===== src/rtl/pipe_hazard_ctrl.sv =====
// Hazard/forwarding controller: tracks in-flight writers from EX to WB and derives
// operand forwarding selects, the load-use stall and the branch flush.

module hazard_src #(
  parameter int REG_AW   = 5,
  parameter int DEPTH    = 3,
  parameter int LOAD_LAT = 1,
  parameter int FSW      = 2
) (
  input  logic                          id_valid,
  input  logic                          use_src,
  input  logic [REG_AW-1:0]             src,
  input  logic [DEPTH:1]                e_valid,
  input  logic [DEPTH:1]                e_rw,
  input  logic [DEPTH:1]                e_mr,
  input  logic [DEPTH:1][REG_AW-1:0]    e_wr,
  output logic [FSW-1:0]                fwd,
  output logic                          load_use
);
  // Walk oldest to youngest so the youngest matching producer is left standing.
  always_comb begin
    fwd      = '0;
    load_use = 1'b0;
    for (int k = DEPTH; k >= 1; k--) begin
      if (id_valid && use_src && e_valid[k] && e_rw[k] &&
          e_wr[k] == src && src != '0) begin
        fwd      = FSW'(k);
        load_use = (k <= LOAD_LAT) && e_mr[k];
      end
    end
  end
endmodule

module pipe_hazard_ctrl #(
  parameter int REG_AW   = 5,
  parameter int DEPTH    = 3,
  parameter int LOAD_LAT = 1,
  parameter int BR_STAGE = 2,
  parameter int FSW      = $clog2(DEPTH+1)
) (
  input  logic              i_clk,
  input  logic              i_rst_n,
  input  logic              i_con_id_valid,
  input  logic [REG_AW-1:0] i_addr_id_rs,
  input  logic [REG_AW-1:0] i_addr_id_rt,
  input  logic              i_con_id_use_rs,
  input  logic              i_con_id_use_rt,
  input  logic [REG_AW-1:0] i_addr_id_wr,
  input  logic              i_con_id_regwrite,
  input  logic              i_con_id_memread,
  input  logic              i_con_br_taken,
  output logic              o_con_stall,
  output logic              o_con_flush,
  output logic [FSW-1:0]    o_con_fwd_rs,
  output logic [FSW-1:0]    o_con_fwd_rt,
  output logic [31:0]       o_data_stall_cnt
);
  logic [DEPTH:1]             e_valid, e_rw, e_mr;
  logic [DEPTH:1][REG_AW-1:0] e_wr;
  logic [1:0][REG_AW-1:0]     src;
  logic [1:0]                 use_src, load_use;
  logic [1:0][FSW-1:0]        fwd;
  logic                       stall, flush;
  logic [31:0]                stall_cnt;

  assign src     = {i_addr_id_rt, i_addr_id_rs};
  assign use_src = {i_con_id_use_rt, i_con_id_use_rs};

  generate
    for (genvar g = 0; g < 2; g++) begin : g_src
      hazard_src #(
        .REG_AW(REG_AW), .DEPTH(DEPTH), .LOAD_LAT(LOAD_LAT), .FSW(FSW)
      ) u_src (
        .id_valid (i_con_id_valid),
        .use_src  (use_src[g]),
        .src      (src[g]),
        .e_valid  (e_valid),
        .e_rw     (e_rw),
        .e_mr     (e_mr),
        .e_wr     (e_wr),
        .fwd      (fwd[g]),
        .load_use (load_use[g])
      );
    end
  endgenerate

  // Flush wins over stall; both are held low while reset is asserted.
  assign flush = i_con_br_taken & i_rst_n;
  assign stall = (|load_use) & ~i_con_br_taken & i_rst_n;

  assign o_con_stall      = stall;
  assign o_con_flush      = flush;
  assign o_con_fwd_rs     = fwd[0];
  assign o_con_fwd_rt     = fwd[1];
  assign o_data_stall_cnt = stall_cnt;

  always_ff @(posedge i_clk or negedge i_rst_n) begin
    if (!i_rst_n) begin
      e_valid   <= '0;
      e_rw      <= '0;
      e_mr      <= '0;
      e_wr      <= '0;
      stall_cnt <= '0;
    end else begin
      e_valid[1] <= i_con_id_valid & ~stall & ~flush;
      e_rw[1]    <= i_con_id_regwrite;
      e_mr[1]    <= i_con_id_memread;
      e_wr[1]    <= i_addr_id_wr;
      // Wrong-path entries younger than the branch become bubbles on flush.
      for (int k = 2; k <= DEPTH; k++) begin
        e_valid[k] <= e_valid[k-1] & ~(flush && (k <= BR_STAGE));
        e_rw[k]    <= e_rw[k-1];
        e_mr[k]    <= e_mr[k-1];
        e_wr[k]    <= e_wr[k-1];
      end
      if (stall && stall_cnt != '1)
        stall_cnt <= stall_cnt + 32'd1;
    end
  end
endmodule

===== config.mk =====
export PLATFORM = sky130hd
export DESIGN_NAME = pipe_hazard_ctrl
export DESIGN_NICKNAME = d
export VERILOG_FILES = /design/src/rtl/pipe_hazard_ctrl.sv
export SDC_FILE = /design/constraint.sdc
export NUM_CORES = 1
export LEC_CHECK = 0
export BUFFER_PORTS_ARGS = -buffer_cell sky130_fd_sc_hd__buf_2
export CORE_MARGIN = 5
export CORE_UTILIZATION = 45
export CTS_CLUSTER_SIZE = 12
export DETAILED_ROUTE_END_ITERATION = 6
export PLACE_DENSITY = 0.67
export SYNTH_ARGS = -nofsm -noshare
export SYNTH_HDL_FRONTEND = slang
export SYNTH_SLANG_ARGS = --single-unit

===== constraint.sdc =====
create_clock -name i_clk -period 2.6 [get_ports i_clk]
set_input_delay 0.39 -clock i_clk [delete_from_list [all_inputs] [get_ports i_clk]]
set_output_delay 0.39 -clock i_clk [all_outputs]
set_load 0.02 [all_outputs]

# Word level (Yosys, flattened, before mapping)
# Index checks and enable logic that the tools add are counted.
# totals
inputBits	23
out_inout_bits	38
register_bits	54
# op_classes
bitwise	9
add_sub_neg	1
eq_ne	7
n_reduce_logical	30
muxes	8
# ops
operator	n
$add 32x1->32 const B	1
$ne 32x32->1 const B	1
$eq 5x5->1	6
$logic_and 1x1->1	27
$mux 2	6
$reduce_bool 5->1	2
$and 1x1->1	6
$not 1->1	3
$mux 1	2
$reduce_or 2->1	1

# Depth between registers and ports, before layout
# logic_depth
word_depth	12
ltp_mapped	8
depth_no_buf	7

# Modules after synthesis
# A second synthesis with hierarchy kept.
# unflattened
hier_cells	239
hier_area_um2	2645.0
# by_module_without_submodules
mod	area_each_um2	seq_area_each_um2	n_inst	cells_each
pipe_hazard_ctrl	2189.6	1401.3	1	179
hazard_src	227.7	0.0	2	30

# Least setup slack after synthesis
# OpenSTA, ideal clock, no wires.
# synth_path
path_kind	reg2reg
startpoint	register stall_cnt[0], in the netlist o_data_stall_cnt[0]
endpoint	register stall_cnt[26], in the netlist o_data_stall_cnt[26]
arrival_ns	2.115
stages_incl_launch_ff	9
path_buffers	1
setup_time_ns	0.134
t_required_ns	2.466
path_slack_ns	0.351
cell_sequence	dfrtp_1 ha_1 nand3_1 nor3_2 nand4_1 o221ai_4 buf_8 nor2_1 xor2_1
# synth_via
elab_chain_cells	2
word_cells_on_any_way	3
cone_classes	add/sub (1); eq/ne (1); reduce/logical (1)
# synth_lines
element	line_no	text
start, declared	64	logic [31:0] stall_cnt;
start signal, assigned	117	stall_cnt <= stall_cnt + 32'd1;
parallel branches: the longest is 2 deep, another holds $add 32x1->32	n/a	
# Parallel ways; which one is timed is not known.
# A chain may end at the register's enable or synchronous reset.

# Worst setup path after layout
# layout_path
startpoint	register e_wr[1] (netlist bit)
endpoint	output o_con_stall
# layout_via
elab_chain_cells	7
word_cells_on_any_way	11
cone_classes	eq/ne (2); mux (2); bitwise (2); reduce/logical (5)
# layout_lines
element	line_no	text
start, declared	59	logic [DEPTH:1][REG_AW-1:0] e_wr;
start signal, assigned by index	114	e_wr[k] <= e_wr[k-1];
$eq 5x5->1	26	e_wr[k] == src && src != '0) begin
$logic_and 1x1->1	25	if (id_valid && use_src && e_valid[k] && e_rw[k] &&
$logic_and 1x1->1	26	
$mux 1	25	
$reduce_or 2->1 (*)	89	assign stall = (|load_use) & ~i_con_br_taken & i_rst_n;
$and 1x1->1 (*) (2 in a row)	89	
end, declared	52	output logic o_con_stall,
# Every way passes the cells marked *; elsewhere a longest branch is shown, timed or not.

==> reports/metrics.yaml <==
status: "complete, no violations"
netlist_instances: 228
seqPwrFrac_pct: 58.9
hold_viol_final: 0
diodes: 0
worst-endpoint-arrival_ns: 1.95
synth_ff_type: "dfrtp_1"
max_slew_margin_pct: 54.8
max_slew.worst_pin.slew_ns: 0.678
post_cts_buffers: 0
syn_nets: 252
die_y_um: 86.2
dp_hpwl_um: 4520
powerDensity_nw_per_um2: 475
start_kind: "flop"
yosys.area.top_type: "dfrtp_1"
ioPinCount: 61
holdBufCountCts: 0
leakagePower_nw: 1.48
syn_to_final_growth_pct: 19.6
cp.required_ns: 2.21
fin_crit_sh_pct: 90.0
power.internal_mw: 1.13
grt_usage_pct: 17.2
clk_pin_slew_ns: 0.09
use_met3_pct: 3.80
root_buffer: "clkbuf_8"
coreArea_um2: 5570
busiest_layer: "met2"
synth_edf_count: 0
synth_top_area_share_pct: 51.7
async_reset_ff_share_pct: 100
layout-drive-gt1-share_pct: 29.4
ir_drop_uv: 255
drc: 0
finalCriticalPeriod_ns: 2.34
slowest_delay_ns: 0.44
rows: 27
max_freq_mhz: 428
yosys_warnings: 0
setup_violations: 0
grt_use_met2_pct: 26.5
p_switching_uw: 359
viasPerCell: 5.19
pwr-share-comb_pct: 7.5
path_cells: "xnor2_1 -> nand4_1 -> nor4_4 -> o21ai_0 -> inv_1 -> buf_2"
synth_seq_area_share_pct: 51.7
cp_max_fo: 5
io_buffers: 60
cts_buffers: 5
antenna_found_initial: 0
grt_max_degree: 56
syn_area_um2: 2620
clock_path_buffers: 2
rrSetupSlack_ns: 0.43
drt_iter0_drc: 67
maxCapViolCount: 0
routedWlPerCell_um: 15.8
ant_nets: 0
synth.avg_cell_area_um2: 11.5
die_w_um: 86.2
final.setup.tns_ns: 0
gr-total-overflow: 0
layout.nets: 322
slew_viol_final: 0
clock_latency_ns: 0.31
path_class: "reg2out"
ys_ff_latch: 54
grt_setup_unrepaired: "false"
clkSinkCount: 54
yosysUniqueCellTypes: 32
crit_slowest_cell: "dfrtp_1"
grtUsageMet1_pct: 24.4
routed_wl_um: 5870
htreeDepth: 2
fin_skew_ns: 0.0129
hold_class: "in2reg"
switching_share_pct: 24.2
synth_area_leaders: "dfrtp_1 52%, xnor2_1 14%, xor2_1 6.0%"
tritoncts: "yes"
grt_first_pass_wirelength_um: 10100
start_util_pct: 46.9
vias: 1926
crit_path_end_kind: "output port"
power_mw: 1.49
cts_resized: 0
pwr-share-clk_pct: 33.6
die_area_um2: 7440
first_pass_iters: 4
grt_pass1_vias: 2026
gp_congestion: 0.822
==> flip-flops by register name, indices dropped and copies added (netlist names) <==
signal and flops:
o_data_stall_cnt 32, e_wr 15, e_rw 3, e_valid 3, e_mr 1
==> cells in the mapped netlist, types with 2 or more instances <==
library cell  number
nand2_1           16
nor2_1             7
o211ai_2           2
nand2b_1           3
or3_1              3
and3_1             5
nor4_4             2
xor2_1            18
and2_1             2
or4_1              3
nor3_2             4
xnor2_1           42
nor3_1            11
inv_1              5
dfrtp_1           54
nor2_2             2
nor4_1             3
nand4_1           18
nand3_1           15
==> stage by stage <==
| stage | cell area (um^2) | instances | worst slack (ns) | hold WS, ns | util, % |
|---|---|---|---|---|---|
| 2_1_floorplan | 2620 | 228 | 0.351 | 0.0944 | - |
| 3_3_place_gp | 3030 | 363 | 0.318 | 0.358 | 54.4 |
| 3_5_place_dp | 3030 | 363 | 0.309 | 0.365 | 54.4 |
| 4_1_cts | 3130 | 371 | 0.237 | 0.177 | 56.1 |
| 5_1_grt | 3130 | 371 | 0.0863 | 0.164 | 56.1 |
| 6_report | 3130 | 371 | 0.261 | 0.184 | 56.1 |
==> power groups by stage <==
stage / registers, mW / clock network (mW) / logic [mW]
floorplan: 0.888 / 0 / 0.0559
global placement: 0.892 / 0 / 0.113
detailed placement: 0.893 / 0 / 0.115
CTS: 0.876 / 0.513 / 0.115
global route: 0.879 / 0.544 / 0.125
finish: 0.876 / 0.499 / 0.112
==> final timing paths <==
| kind | to | depth (start not counted) | startpoint |
|---|---|---|---|
| worst max-delay path | o_con_stall | 6 | e_wr[1] |
| worst min-delay path | e_wr[1] | 1 | i_addr_id_wr[1] |
| worst max register to register | o_data_stall_cnt[5] | 7 | e_wr[1] |
| worst min register to register | e_rw[2] | 0 | e_rw[1] |
| max in group asynchronous | e_wr[13] | 2 | i_rst_n |
| min in group asynchronous | e_wr[1] | 2 | i_rst_n |
==> final cells by class <==
class / count / area [um^2]
clock buffer: 7 / 86.3
inverter: 5 / 18.8
multi-input combinational: 166 / 1210
fill: 522 / 2450
timing repair buffer: 66 / 358
tap: 72 / 90.1
sequential: 54 / 1350
clock inverter: 1 / 8.76
==> routing by layer <==
metal / routed length [um] / part of all wire [%] / vias to the layer above
li1: - / - / 936
met1: 2780 / 47 / 937
met3: 260 / 4.4 / 8
met2: 2740 / 47 / 45
met5: 0 / 0 / -
met4: 84 / 1.4 / 0
==> layout by cell type, fill, tap and decap left out, types with 3 or more instances in the layout <==
cell      synthesis  routed
xnor2_1          42      42
nor3_1           11      11
xor2_1           18      18
nand3_1          15      15
nor4_1            3       3
buf_4             0       5
or3_1             3       3
or4_1             3       3
buf_2             0      60
nand2_1          16      16
inv_1             5       5
nand2b_1          3       3
nor2_1            7       7
dfrtp_1          54      54
and3_1            5       5
nand4_1          18      18
clkbuf_8          0       6
nor3_2            4       4
==> logic make-up after synthesis <==
group / Yosys count / synth area share [%]
simple gates: 97 / 22.2
compound gates: 7 / 3.06
fa+ha+maj: 1 / 0.478
flops: 54 / 51.7
xor+xnor: 61 / 20.7
buf+inv: 8 / 1.87
==> worst max-delay path: cells and delay by family, from the launching register on <==
family | cells | cell delay, ns
buf+inv | 2 | 0.23
xor+xnor | 1 | 0.16
flops | 1 | 0.44
simple gates | 2 | 0.62
compound gates | 1 | 0.19
(Power assumes the default switching activity.)
